==> src/rtl/memwb_writeback_if.sv <==
// EX/MEM-to-MEMWB bus: pipeline slot fields, stall/flush controls and the MEMWB write triple.
// The master side is the upstream pipeline; the slave side is the writeback block.
interface memwb_writeback_if #(
    parameter int CNT_W = 32
);
    logic             exmem_valid;
    logic             exmem_reg_wr;
    logic [4:0]       exmem_rd_idx;
    logic             exmem_mem_to_reg;
    logic [2:0]       exmem_load_type;
    logic [31:0]      exmem_alu_result;
    logic [31:0]      mem_rdata;
    logic             stall;
    logic             flush;

    logic             memwb_reg_wr;
    logic [4:0]       memwb_rd_idx;
    logic [31:0]      memwb_wdata;
    logic             memwb_valid;
    logic             misalign;
    logic [CNT_W-1:0] retire_cnt;

    modport master (
        output exmem_valid, exmem_reg_wr, exmem_rd_idx, exmem_mem_to_reg,
               exmem_load_type, exmem_alu_result, mem_rdata, stall, flush,
        input  memwb_reg_wr, memwb_rd_idx, memwb_wdata, memwb_valid,
               misalign, retire_cnt
    );

    modport slave (
        input  exmem_valid, exmem_reg_wr, exmem_rd_idx, exmem_mem_to_reg,
               exmem_load_type, exmem_alu_result, mem_rdata, stall, flush,
        output memwb_reg_wr, memwb_rd_idx, memwb_wdata, memwb_valid,
               misalign, retire_cnt
    );
endinterface

==> src/rtl/memwb_writeback.sv <==
// MEM/WB pipeline register with load alignment/extension and a retired-write counter.
// Sole producer of the MEMWB write triple feeding the register file and forwarding logic.
module memwb_writeback #(
    parameter int DATA_W = 32,
    parameter int CNT_W  = 32
) (
    input  logic             clk,
    input  logic             rst,
    memwb_writeback_if.slave bus
);
    if (DATA_W != 32) begin : g_width_check
        $error("memwb_writeback supports DATA_W = 32 only");
    end

    localparam logic [2:0] LT_LH  = 3'b001;
    localparam logic [2:0] LT_LHU = 3'b010;
    localparam logic [2:0] LT_LB  = 3'b011;
    localparam logic [2:0] LT_LBU = 3'b100;

    logic [1:0]        offs;
    logic [15:0]       half;
    logic [7:0]        byte_lane;
    logic [DATA_W-1:0] load_data;
    logic              misal_type;

    logic              valid_d;
    logic              reg_wr_d;
    logic [4:0]        rd_idx_d;
    logic [DATA_W-1:0] wdata_d;
    logic              misalign_d;

    logic              valid_q;
    logic              reg_wr_q;
    logic [4:0]        rd_idx_q;
    logic [DATA_W-1:0] wdata_q;
    logic              misalign_q;
    logic [CNT_W-1:0]  cnt_q;

    always_comb begin
        offs = bus.exmem_alu_result[1:0];
        half = offs[1] ? bus.mem_rdata[15:0] : bus.mem_rdata[31:16];
        // Big-endian lanes: offset 0 is the most significant byte.
        case (offs)
            2'b00:   byte_lane = bus.mem_rdata[31:24];
            2'b01:   byte_lane = bus.mem_rdata[23:16];
            2'b10:   byte_lane = bus.mem_rdata[15:8];
            default: byte_lane = bus.mem_rdata[7:0];
        endcase

        // Reserved codes fall through to the lw path, alignment check included.
        load_data  = bus.mem_rdata;
        misal_type = (offs != 2'b00);
        case (bus.exmem_load_type)
            LT_LH: begin
                load_data  = {{16{half[15]}}, half};
                misal_type = offs[0];
            end
            LT_LHU: begin
                load_data  = {16'h0000, half};
                misal_type = offs[0];
            end
            LT_LB: begin
                load_data  = {{24{byte_lane[7]}}, byte_lane};
                misal_type = 1'b0;
            end
            LT_LBU: begin
                load_data  = {24'h000000, byte_lane};
                misal_type = 1'b0;
            end
            default: ;
        endcase

        misalign_d = bus.exmem_valid & bus.exmem_mem_to_reg & misal_type;
        valid_d    = bus.exmem_valid;
        reg_wr_d   = bus.exmem_valid & bus.exmem_reg_wr &
                     (bus.exmem_rd_idx != 5'd0) & ~misalign_d;
        rd_idx_d   = bus.exmem_valid ? bus.exmem_rd_idx : 5'd0;
        wdata_d    = '0;
        if (bus.exmem_valid && !misalign_d) begin
            wdata_d = bus.exmem_mem_to_reg ? load_data : bus.exmem_alu_result;
        end
    end

    always_ff @(posedge clk) begin
        if (rst) begin
            valid_q    <= 1'b0;
            reg_wr_q   <= 1'b0;
            rd_idx_q   <= 5'd0;
            wdata_q    <= '0;
            misalign_q <= 1'b0;
            cnt_q      <= '0;
        end else if (bus.flush) begin
            valid_q    <= 1'b0;
            reg_wr_q   <= 1'b0;
            rd_idx_q   <= 5'd0;
            wdata_q    <= '0;
            misalign_q <= 1'b0;
        end else if (bus.stall) begin
            // Hold the slot but never repeat the misalign pulse.
            misalign_q <= 1'b0;
        end else begin
            valid_q    <= valid_d;
            reg_wr_q   <= reg_wr_d;
            rd_idx_q   <= rd_idx_d;
            wdata_q    <= wdata_d;
            misalign_q <= misalign_d;
            if (reg_wr_d) begin
                cnt_q <= cnt_q + CNT_W'(1);
            end
        end
    end

    assign bus.memwb_valid  = valid_q;
    assign bus.memwb_reg_wr = reg_wr_q;
    assign bus.memwb_rd_idx = rd_idx_q;
    assign bus.memwb_wdata  = wdata_q;
    assign bus.misalign     = misalign_q;
    assign bus.retire_cnt   = cnt_q;
endmodule

==> src/flat_wrapper.sv <==
// flat-port wrapper written by rule: the top's interface ports become plain ports
module memwb_writeback_flat 
#(
    parameter int DATA_W = 32,
    parameter int CNT_W  = 32
)
  (clk, rst, bus_exmem_valid, bus_exmem_reg_wr, bus_exmem_rd_idx, bus_exmem_mem_to_reg, bus_exmem_load_type, bus_exmem_alu_result, bus_mem_rdata, bus_stall, bus_flush, bus_memwb_reg_wr, bus_memwb_rd_idx, bus_memwb_wdata, bus_memwb_valid, bus_misalign, bus_retire_cnt);
  memwb_writeback_if #(.CNT_W(CNT_W)) bus_i ();
  input  logic clk;
  input  logic rst;
  input wire logic [$bits(bus_i.exmem_valid)-1:0] bus_exmem_valid;
  input wire logic [$bits(bus_i.exmem_reg_wr)-1:0] bus_exmem_reg_wr;
  input wire logic [$bits(bus_i.exmem_rd_idx)-1:0] bus_exmem_rd_idx;
  input wire logic [$bits(bus_i.exmem_mem_to_reg)-1:0] bus_exmem_mem_to_reg;
  input wire logic [$bits(bus_i.exmem_load_type)-1:0] bus_exmem_load_type;
  input wire logic [$bits(bus_i.exmem_alu_result)-1:0] bus_exmem_alu_result;
  input wire logic [$bits(bus_i.mem_rdata)-1:0] bus_mem_rdata;
  input wire logic [$bits(bus_i.stall)-1:0] bus_stall;
  input wire logic [$bits(bus_i.flush)-1:0] bus_flush;
  output wire logic [$bits(bus_i.memwb_reg_wr)-1:0] bus_memwb_reg_wr;
  output wire logic [$bits(bus_i.memwb_rd_idx)-1:0] bus_memwb_rd_idx;
  output wire logic [$bits(bus_i.memwb_wdata)-1:0] bus_memwb_wdata;
  output wire logic [$bits(bus_i.memwb_valid)-1:0] bus_memwb_valid;
  output wire logic [$bits(bus_i.misalign)-1:0] bus_misalign;
  output wire logic [$bits(bus_i.retire_cnt)-1:0] bus_retire_cnt;
  assign bus_i.exmem_valid = bus_exmem_valid;
  assign bus_i.exmem_reg_wr = bus_exmem_reg_wr;
  assign bus_i.exmem_rd_idx = bus_exmem_rd_idx;
  assign bus_i.exmem_mem_to_reg = bus_exmem_mem_to_reg;
  assign bus_i.exmem_load_type = bus_exmem_load_type;
  assign bus_i.exmem_alu_result = bus_exmem_alu_result;
  assign bus_i.mem_rdata = bus_mem_rdata;
  assign bus_i.stall = bus_stall;
  assign bus_i.flush = bus_flush;
  assign bus_memwb_reg_wr = bus_i.memwb_reg_wr;
  assign bus_memwb_rd_idx = bus_i.memwb_rd_idx;
  assign bus_memwb_wdata = bus_i.memwb_wdata;
  assign bus_memwb_valid = bus_i.memwb_valid;
  assign bus_misalign = bus_i.misalign;
  assign bus_retire_cnt = bus_i.retire_cnt;
  memwb_writeback #(.DATA_W(DATA_W), .CNT_W(CNT_W)) u_core (.clk(clk), .rst(rst), .bus(bus_i));
endmodule
==> config.mk <==
export PLATFORM = sky130hd
export DESIGN_NAME = memwb_writeback_flat
export DESIGN_NICKNAME = d
export VERILOG_FILES = /design/src/rtl/memwb_writeback_if.sv /design/src/rtl/memwb_writeback.sv /design/src/flat_wrapper.sv
export SDC_FILE = /design/constraint.sdc
export NUM_CORES = 1
export LEC_CHECK = 0
export ABC_AREA = 0
export BUFFER_PORTS_ARGS = -buffer_cell sky130_fd_sc_hd__buf_2
export CORE_MARGIN = 8
export CORE_UTILIZATION = 46
export DETAILED_ROUTE_END_ITERATION = 10
export HOLD_SLACK_MARGIN = 0.03
export PLACE_DENSITY = 0.84
export RECOVER_POWER = 50
export SLEW_MARGIN = 20
export SYNTH_ARGS = -nofsm -noshare
export SYNTH_HDL_FRONTEND = slang
export SYNTH_SLANG_ARGS = --single-unit
export TNS_END_PERCENT = 30
==> constraint.sdc <==
create_clock -name clk -period 4.64 [get_ports clk]
set_clock_uncertainty 0.1 [all_clocks]
set_input_delay 0.232 -clock clk [delete_from_list [all_inputs] [get_ports clk]]
set_output_delay 0.232 -clock clk [all_outputs]
set_load 0.05 [all_outputs]
Word-level counts from Yosys, hierarchy flattened --
Index checks and enable logic that the tools add are counted.
Storage, ports and cells: register bits after elaboration 72, output and inout port bits 72, logic and storage cells 38
Cells by class: multiplexer cells 7, bitwise logic cells 8, $add $sub $neg 1, reductions and logical operators 10, eq/ne operators 6
Operator list (number):
- 32-bit one-hot mux with 4 select lines | 1
- 32-bit 2-to-1 mux | 2
- 32-bit by 1-bit adder with 32-bit output, second input constant | 1
- 8-bit one-hot mux with 3 select lines | 1
- 16-bit 2-to-1 mux | 1
- 3-bit by 2-bit == test with 1-bit output, second input constant | 2
- 2-bit OR reduction | 3
- 1-bit AND | 5
- 5-bit 2-to-1 mux | 1
- 5-bit nonzero test | 1
- 3-bit by 1-bit == test with 1-bit output, second input constant | 1
- 3-bit == test, second input constant | 1
- 1-bit NOT | 3
- 3-bit AND reduction | 1
- 3-bit OR reduction | 1
- 2-bit by 1-bit == test with 1-bit output, second input constant | 1
- 2-bit == test, second input constant | 1
- 2-bit logical NOT | 1
- 1-bit one-hot mux with 2 select lines | 1
- 2-bit nonzero test | 1
- 1-bit logical AND | 1
- 1-bit logical NOT | 1

Longest topological paths before layout --
Gate-level depths: netlist of run 1.
depth after elaboration 7, gate-level depth with buffers 8, mapped depth without buffers 6

Worst setup path after synthesis of run 1 --
OpenSTA, ideal clock, no wires.
kind register to register, from register u_core.cnt_q[7] (netlist: u_core.bus.retire_cnt[7]), to register u_core.cnt_q[26] (netlist: u_core.bus.retire_cnt[26]), required time 4.469 ns, slack 1.999 ns, stages on the path, launching flop included 8, path buffers 2, library setup time 0.071 ns, arrival time 2.470 ns, path through dfxtp_1 > nand4_1 > or4_4 > buf_6 > or2_4 > buf_6 > or4_1 > a21oi_1
Between the ends: word-level cells in the longest chain between the ends 1
RTL lines:
- from (decl) | RTL line memwb_writeback.sv:37 | logic [CNT_W-1:0] cnt_q;
- from (signal assigned) | RTL line memwb_writeback.sv:108 | cnt_q <= cnt_q + CNT_W'(1);
- 32-bit by 1-bit adder with 32-bit output | RTL line memwb_writeback.sv:108
Every way passes these cells. A chain may end at the register's enable or synchronous reset.

Worst setup path after layout of run 1 --
from input port rst, to register u_core.wdata_q[0] (netlist: u_core.bus.memwb_wdata[0])
Between the ends: word-level cells in the longest chain between the ends 1
RTL lines:
- from (decl) | RTL line flat_wrapper.sv:10 | input logic rst;
- 2-bit OR reduction (no line)
- to (signal assigned) | RTL line memwb_writeback.sv:105 | wdata_q <= wdata_d;
- to (decl) | RTL line memwb_writeback.sv:35 | logic [DATA_W-1:0] wdata_q;
Every way passes these cells.

==> impl_results.rst, run 1 <==
.. list-table::
   :header-rows: 1

   * - Metric
     - Value
   * - Outcome
     - finished, violations left
   * - Violated checks
     - capacitance limit, slew limit
   * - Number of buffers created by CTS
     - 9
   * - Net count of the mapped netlist
     - 568
   * - Library cell with the highest instance count after synthesis
     - sky130_fd_sc_hd__dfxtp_1
   * - Mean Syn Cell Area
     - roughly 8 um2
   * - Total number of nets in the final design
     - approximately 700
   * - Ports
     - 151
   * - CP delay by family, top
     - simple AND/OR/NAND/NOR gates
   * - Root buffer cell
     - sky130_fd_sc_hd__clkbuf_8
   * - Top cells by instance count after synthesis
     - sky130_fd_sc_hd__dfxtp_1, sky130_fd_sc_hd__nand2_1, sky130_fd_sc_hd__a21oi_1
   * - Number of fill cells in the layout
     - approximately 830
   * - Die boundary width
     - between 100 and 150 um
   * - Startpoint types
     - input pin
   * - Cells taking the most area after synthesis
     - sky130_fd_sc_hd__dfxtp_1, sky130_fd_sc_hd__a21oi_1, sky130_fd_sc_hd__nand2_1
   * - Placed cell count
     - roughly 700
   * - Slowest library cell on the worst path
     - sky130_fd_sc_hd__or2_0
   * - Highest clock rate
     - ~330 MHz
   * - Detailed-routing iteration count for the pre-antenna-repair pass
     - 4
   * - Count of routing violations after the opening detailed-route iteration
     - 290
   * - Area occupied by multi-input gates
     - about 2400 um2
   * - Number of vias per cell after detailed routing
     - 6.24
   * - Post-detailed-routing wire length
     - 13.6 mm
   * - Max stage delay on crit path
     - around 1500 ps
   * - Clock period minus worst slack
     - between 3000 and 4000 ps
   * - Cell type with the highest aggregate area in the netlist
     - sky130_fd_sc_hd__dfxtp_1
   * - Dpl ws
     - around 1700 ps
   * - Average detailed-routed wire length per instance
     - 18.6 um
   * - Clock tree from TritonCTS
     - done
   * - Pwr per Cell Area
     - roughly 270 nW/um2
   * - Routability cong.
     - around 0.85
   * - Layout area overhead
     - 23.2%
   * - Clock Pin Slew Worst Setup and Hold Paths
     - about 70 ps
   * - Number of H-tree levels
     - 3
   * - Fraction of final layout cells with drive strength greater than 1
     - around a fifth
   * - Vertical die dimension
     - roughly 110 um
   * - Number of setup violations in the final report
     - 0
   * - # DRC
     - 0
   * - GR Overflow Total
     - 0
   * - Count of buffers inserted at the top-level ports
     - 150
   * - Design Power
     - between 0.001 and 0.0015 W
   * - Post-route clock period utilization
     - approximately two thirds
   * - Cell area after technology mapping
     - 4000 um2
   * - Combined global-route utilization of all metal layers
     - 21.7%
   * - DRT antenna net count
     - 0
   * - Sequential Area
     - 1440 um2
   * - Async S/R FF share, synth
     - 0%
   * - Pin count of the biggest net entering global routing
     - between 50 and 60
   * - Flop and latch count out of synthesis
     - about 70
   * - Leakage power
     - ~1.7 nW
   * - Vias in the first global route
     - 4325
   * - Required time of the worst setup path
     - approximately 4800 ps
   * - Share of the yosys chip area belonging to registers
     - between 30% and 40%
   * - Gate count of the mapped netlist
     - between 400 and 500
   * - Maximum Capacitance Violations
     - 1
   * - Flip-flop cell with the highest count after synthesis
     - sky130_fd_sc_hd__dfxtp_1
   * - Actual slew at the worst max-slew pin
     - 1920 ps
   * - Yosys warns
     - 0
   * - Starting density of the core
     - a little under half
   * - Number of antenna violations at the first check in global routing
     - 2
   * - Setup Buffers After CTS
     - 0
   * - Worst-path cell chain
     - buf_2, or2_0, nor3_1, a22oi_1, o21ai_0
   * - Path type of the worst min-delay path
     - input pin to flip-flop
   * - Final setup margin
     - 1630 ps
   * - Type of the worst setup path
     - input pin to flip-flop
   * - Library cells used by synthesis
     - 57
   * - Count of standard-cell rows
     - 34
   * - Critical path capture point type
     - flip-flop
   * - Count of placed standard cells in the final layout, fillers left out
     - 735
   * - Die area
     - between 10000 and 15000 um2
   * - Via count
     - 4583
   * - Sum of net half-perimeters after detailed placement
     - 10.0 mm
   * - First-pass GRT wire length
     - 20.8 mm
   * - Clock latency of the later-clocked register in the worst-skew pair
     - approximately 350 ps
   * - EDFF count, synth
     - 0
   * - Fraction of post-synthesis cell area in the top cell type by area
     - a little over a third
   * - CTS Sinks
     - just over 70
   * - Critical Path Fanout Max
     - 34
   * - Worst slew margin
     - -27.9%
   * - Clk buf depth
     - 2
   * - Unrepaired setup endpoints after global routing
     - false
   * - Sum of negative setup slack
     - 0 ps
   * - Total core area
     - approximately 8600 um2
   * - Crit path arrival time
     - 3120 ps
   * - Peak VDD IR
     - 0.171 mV
   * - Count of buffering cells on the critical path with inverters included
     - 1
   * - Resized Gates After CTS
     - 0
   * - Final hold viol count
     - 0
   * - Slew Viols, Final
     - 33
power breakdown:
part	switching (W)	internal (W)
combinational	0.000144	0.0000767
clock	0.000234	0.000271
sequential	0.00000500	0.000625
total	0.000383	0.000972
tightest hold or removal path, delay by kind of cell:
family                 cells  cell delay (ps)
buffers and inverters      1               90
AO/OA/AOI/OAI              1               60
AND/OR/NAND/NOR            1               80
sequential cells by signal (all words and copies together), names as in the netlist:
name                     cells
u_core.bus.memwb_wdata      32
u_core.bus.retire_cnt       32
u_core.bus.misalign          1
u_core.bus.memwb_valid       1
u_core.bus.memwb_rd_idx      5
u_core.bus.memwb_reg_wr      1
per-stage QoR:
step	hold slack, ps	utilization (%)	instance area [um2]
floorplan	263	-	4000
global placement	353	55.2	4740
detailed placement	359	55.2	4740
CTS	33.1	58.4	5020
global route	38.7	57.4	4930
finish	42.8	57.4	4930
layer usage:
layer | part of all wire (%) | wire length [um] | vias up | track usage (%)
met2 | 49 | 6630 | 227 | 36.7
li1 | - | - | 2141 | -
met4 | 2.6 | 352 | 4 | 9.84
met5 | 0.12 | 17 | - | 0
met3 | 11 | 1460 | 34 | 6.10
met1 | 38 | 5190 | 2177 | 25.0
area by class of cell:
type | instances | area share (%)
inverters | 13 | 0.989
clock buffers | 11 | 3.07
repair buffers | 160 | 15.4
well taps | 108 | 2.74
flip-flops and latches | 72 | 29.2
multi-input cells | 367 | 47.7
clock inverters | 3 | 0.862
diodes | 1 | 0.0507
repair_timing:
action                     in CTS  in global routing
hold buffers                    8                  0
setup endpoints to repair       0                  0
hold endpoints to repair        8                  0
cell usage in the layout (no fill, tap or decap), types with 10 or more instances in the layout:
cell,instances
sky130_fd_sc_hd__buf_2,81
sky130_fd_sc_hd__dfxtp_1,72
sky130_fd_sc_hd__clkbuf_1,69
sky130_fd_sc_hd__nand2_1,59
sky130_fd_sc_hd__a21oi_1,49
sky130_fd_sc_hd__o21ai_0,42
sky130_fd_sc_hd__nor2_1,24
sky130_fd_sc_hd__a22oi_1,20
sky130_fd_sc_hd__o31ai_1,17
sky130_fd_sc_hd__a311oi_1,16
sky130_fd_sc_hd__or4_1,15
sky130_fd_sc_hd__inv_1,13
sky130_fd_sc_hd__clkbuf_8,11
sky130_fd_sc_hd__a211oi_1,10
cells by family (layout without fill, tap and decap cells):
group	after synthesis	in the layout	share of synthesized area, %
AOI/OAI and AO/OA	189	189	31.3
DFF	72	72	36.0
adders and majority gates	2	2	0.562
buffers and inverters	49	187	5.50
xor gates and xnor gates	8	8	1.75
muxes	18	18	5.09
and+or+nand+nor	150	150	19.8
other	0	1	0
worst paths after layout:
check | startpoint | end | slack [ps] | cells after the start
worst max-delay path | rst | u_core.bus.memwb_wdata[0] | 1630 | 5
worst min-delay path | bus_exmem_rd_idx[4] | u_core.bus.memwb_rd_idx[4] | 40 | 3
worst max register to register | u_core.bus.retire_cnt[0] | u_core.bus.retire_cnt[14] | 2050 | 6
worst min register to register | u_core.bus.memwb_valid | u_core.bus.memwb_valid | 380 | 2
Power figures use the tool's default switching activity.
==> run 2: changes to the inputs <==
ABC_AREA = 1   (was 0)
clock period = 2.6 ns   (was 4.64 ns; I/O delays follow)
==> impl_results.rst, run 2 <==
.. list-table::
   :header-rows: 1

   * - Metric
     - Value
   * - Slew Viols, Final
     - 0 (-100%)
   * - Clock latency of the later-clocked register in the worst-skew pair
     - 350 ps (about the same)
   * - Path type of the worst min-delay path
     - input pin to flip-flop
   * - Flip-flop cell with the highest count after synthesis
     - sky130_fd_sc_hd__dfxtp_1
   * - Total core area
     - 10300 um2 (+20%)
   * - N_diodes
     - 0 (-1)
   * - Total number of nets in the final design
     - 1073 (+53%)
   * - Async S/R FF share, synth
     - 0% (unchanged)
   * - Fraction of post-synthesis cell area in the top cell type by area
     - 29.6% (-6.4 points)
   * - Clock tree from TritonCTS
     - done
   * - # DRC
     - 0 (unchanged)
   * - Fraction of final layout cells with drive strength greater than 1
     - 13.4% (-6.4 points)
   * - Vias in the first global route
     - 5490 (+27%)
   * - Number of H-tree levels
     - 3 (unchanged)
   * - CTS Sinks
     - 72 (unchanged)
   * - GR Overflow Total
     - 0 (unchanged)
   * - Die area
     - 14100 um2 (+18%)
   * - Type of the worst setup path
     - input pin to flip-flop
   * - FF-to-FF setup slack
     - 670 ps (-1380 ps)
   * - Number of setup violations in the final report
     - 0 (unchanged)
   * - FF-to-FF path depth
     - 8 (+2)
   * - Share of the yosys chip area belonging to registers
     - 29.6% (-6.4 points)
   * - Proportion of power drawn by the clock network
     - 34.8% (-2.5 points)
   * - Detailed-routing iteration count for the pre-antenna-repair pass
     - 5 (+1)
   * - Critical path capture point type
     - flip-flop
   * - Pin count of the biggest net entering global routing
     - 56 (-5.1%)
   * - DRT antenna net count
     - 0 (unchanged)
   * - Most used cells in the layout excluding fill and tap cells
     - sky130_fd_sc_hd__nand2_1, sky130_fd_sc_hd__nor2_1, sky130_fd_sc_hd__a21oi_1
   * - Mean Syn Cell Area
     - 5.80 um2 (-29%)
   * - Number of antenna violations at the first check in global routing
     - 1 (-1)
   * - Net count of the mapped netlist
     - 920 (+62%)
   * - Outcome
     - completed
   * - Peak VDD IR
     - 0.252 mV (+48%)
   * - Vertical die dimension
     - 119 um (+8.8%)
   * - Sequential cell fraction of total power
     - 44.4% (-2.0 points)
   * - Final Util
     - 58.1% (+0.69 points)
   * - Min-Delay Endpoint
     - u_core.bus.memwb_wdata[21]
   * - Highest clock rate
     - 466 MHz
   * - Actual slew at the worst max-slew pin
     - 999 ps (-919 ps)
   * - Clock Pin Slew Worst Setup and Hold Paths
     - 80 ps (about the same)
   * - Routability cong.
     - 0.948 (+12%)
   * - Launch instance of the worst register-to-register path
     - u_core.bus.retire_cnt[0]
   * - Worst slew margin
     - 33.4% (+61 points)
   * - First-pass GRT wire length
     - 26.6 mm (+28%)
   * - Cell type with the highest aggregate area in the netlist
     - sky130_fd_sc_hd__dfxtp_1
   * - Yosys warns
     - 0 (unchanged)
   * - Crit path arrival time
     - 2310 ps (-810 ps)
   * - Final hold viol count
     - 0 (unchanged)
   * - Endpoint of the most critical register-to-register path
     - u_core.bus.retire_cnt[16]
   * - Unrepaired setup endpoints after global routing
     - false
   * - Via count
     - 5777 (+26%)
   * - Post-route clock period utilization
     - 82.5%
   * - Sum of net half-perimeters after detailed placement
     - 11.8 mm (+18%)
   * - Startpoint types
     - input pin
   * - Top cells by instance count after synthesis
     - sky130_fd_sc_hd__nand2_1, sky130_fd_sc_hd__nor2_1, sky130_fd_sc_hd__a21oi_1
   * - Count of standard-cell rows
     - 37 (+8.8%)
   * - Ports
     - 151 (unchanged)
   * - Sw Ratio
     - 31.3% (+3.1 points)
   * - Average detailed-routed wire length per instance
     - 14.0 um (-25%)
   * - Worst-case hold slack
     - 30.1 ps (-12.7 ps)
   * - Required time of the worst setup path
     - 2760 ps (-1990 ps)
   * - Count of buffers inserted at the top-level ports
     - 150 (unchanged)
   * - Most frequent standard cell in the layout excluding fill and tap cells
     - sky130_fd_sc_hd__nand2_1
   * - Count of routing violations after the opening detailed-route iteration
     - 520 (+79%)
   * - Library cells used by synthesis
     - 30 (-47%)
   * - Flop and latch count out of synthesis
     - 72 (unchanged)
   * - Cell area after technology mapping
     - 4870 um2 (+22%)
   * - EDFF count, synth
     - 0 (unchanged)
   * - Hold Startpoint
     - bus_exmem_alu_result[21]
   * - Sum of negative setup slack
     - 0 ps (unchanged)
   * - Pwr per Cell Area
     - 422 nW/um2 (+54%)
   * - Critical Path Fanout Max
     - 23 (-32%)
   * - Cells taking the most area after synthesis
     - sky130_fd_sc_hd__dfxtp_1, sky130_fd_sc_hd__nand2_1, sky130_fd_sc_hd__a21oi_1
   * - Combined global-route utilization of all metal layers
     - 22.3% (+0.58 points)
   * - Post-detailed-routing wire length
     - 15.9 mm (+16%)
   * - Internal power
     - 0.00174 W (+79%)
   * - Hold Path Stages
     - 5 (+2)
   * - Resized Gates After CTS
     - 0 (unchanged)
   * - Maximum Capacitance Violations
     - 0 (-1)
   * - Number of fill cells in the layout
     - 1054 (+27%)
   * - Clk buf depth
     - 2 (unchanged)
   * - Root buffer cell
     - sky130_fd_sc_hd__clkbuf_8
   * - Leakage power
     - 2.65 nW (+59%)
   * - Clock period minus worst slack
     - approximately 2100 ps
   * - Reported net switching power
     - 0.000793 W (+110%)
   * - Combinational cell fraction of total power
     - 20.7% (+4.4 points)
   * - Library cell with the highest instance count after synthesis
     - sky130_fd_sc_hd__nand2_1
   * - Gate count of the mapped netlist
     - 840 (+72%)
   * - Starting density of the core
     - 47.2% (+0.61 points)
   * - Die boundary width
     - 119 um (+8.8%)
   * - Layout area overhead
     - 23.1%
   * - Number of vias per cell after detailed routing
     - 5.09 (-18%)
   * - Number of buffers created by CTS
     - 9 (unchanged)
[run 2: power groups by stage]
stage          clock network [W]  logic (W)  registers (W)
2_1_floorplan                  0   0.000297        0.00120
3_3_place_gp                   0   0.000493        0.00115
4_1_cts                 0.000887   0.000524        0.00112
5_1_grt                 0.000958   0.000579        0.00113
3_5_place_dp                   0   0.000498        0.00115
6_report                0.000881   0.000524        0.00112
[run 2: stage by stage]
step | total power, W | instance area (um2) | setup slack (ps) | std cells
2_1_floorplan | 0.00149 | 4870 | 489 | 840
3_3_place_gp | 0.00164 | 5690 | 702 | 1097
3_5_place_dp | 0.00165 | 5690 | 629 | 1097
4_1_cts | 0.00253 | 6090 | 674 | 1134
5_1_grt | 0.00266 | 6000 | 225 | 1134
6_report | 0.00253 | 6000 | 456 | 1134
[run 2: final cells by class]
type	count	area [um2]	share of cell area [%]
clock buffers	11	131	2.19
well taps	136	170	2.84
flip-flops and latches	72	1440	24.0
inverters	60	225	3.75
clock inverters	5	57.6	0.959
repair buffers	183	965	16.1
multi-input cells	667	3010	50.2
[run 2: worst max path at each step]
stage                             start                    endpoint  slack, ps  cells after the start
3_3_place_gp    bus_exmem_alu_result[1]  u_core.bus.memwb_wdata[24]        700                     11
2_1_floorplan  u_core.bus.retire_cnt[0]   u_core.bus.retire_cnt[16]        490                      8
5_1_grt         bus_exmem_alu_result[1]  u_core.bus.memwb_wdata[17]        220                     11
3_5_place_dp    bus_exmem_alu_result[1]  u_core.bus.memwb_wdata[19]        630                     11
6_report        bus_exmem_alu_result[1]  u_core.bus.memwb_wdata[19]        460                     11
4_1_cts        u_core.bus.retire_cnt[0]   u_core.bus.retire_cnt[16]        670                      8
[run 2: critical path: stages]
cell and delay, ps:
sky130_fd_sc_hd__clkbuf_1 720, sky130_fd_sc_hd__inv_2 270, sky130_fd_sc_hd__nand2_1 150, sky130_fd_sc_hd__nand2_1 70
sky130_fd_sc_hd__nand3_2 90, sky130_fd_sc_hd__nand3_2 190, sky130_fd_sc_hd__nand3_2 320, sky130_fd_sc_hd__nand2_1 90
sky130_fd_sc_hd__nand2_1 70, sky130_fd_sc_hd__nand2_1 50, sky130_fd_sc_hd__a21oi_1 140
[run 2: logic make-up (layout without fill, tap and decap cells)]
family,Yosys count,after routing,synth area share [%]
buf+inv,101,259,8.73
xor+xnor,15,15,2.70
simple gates,541,541,46.6
fa+ha+maj,1,1,0.257
flops,72,72,29.6
compound gates,110,110,12.2
[run 2: what timing repair did]
item                      4_1_cts  5_1_grt
setup buffers                   0        0
hold buffers                   21        0
hold endpoints to repair       22        0
[run 2: layer usage]
metal | wire (um) | vias to the layer above | track usage [%]
met5 | 12 | - | 0
met4 | 245 | 2 | 5.93
met3 | 1510 | 18 | 6.90
met2 | 7210 | 233 | 36.2
met1 | 6900 | 2567 | 28.0
li1 | - | 2957 | -
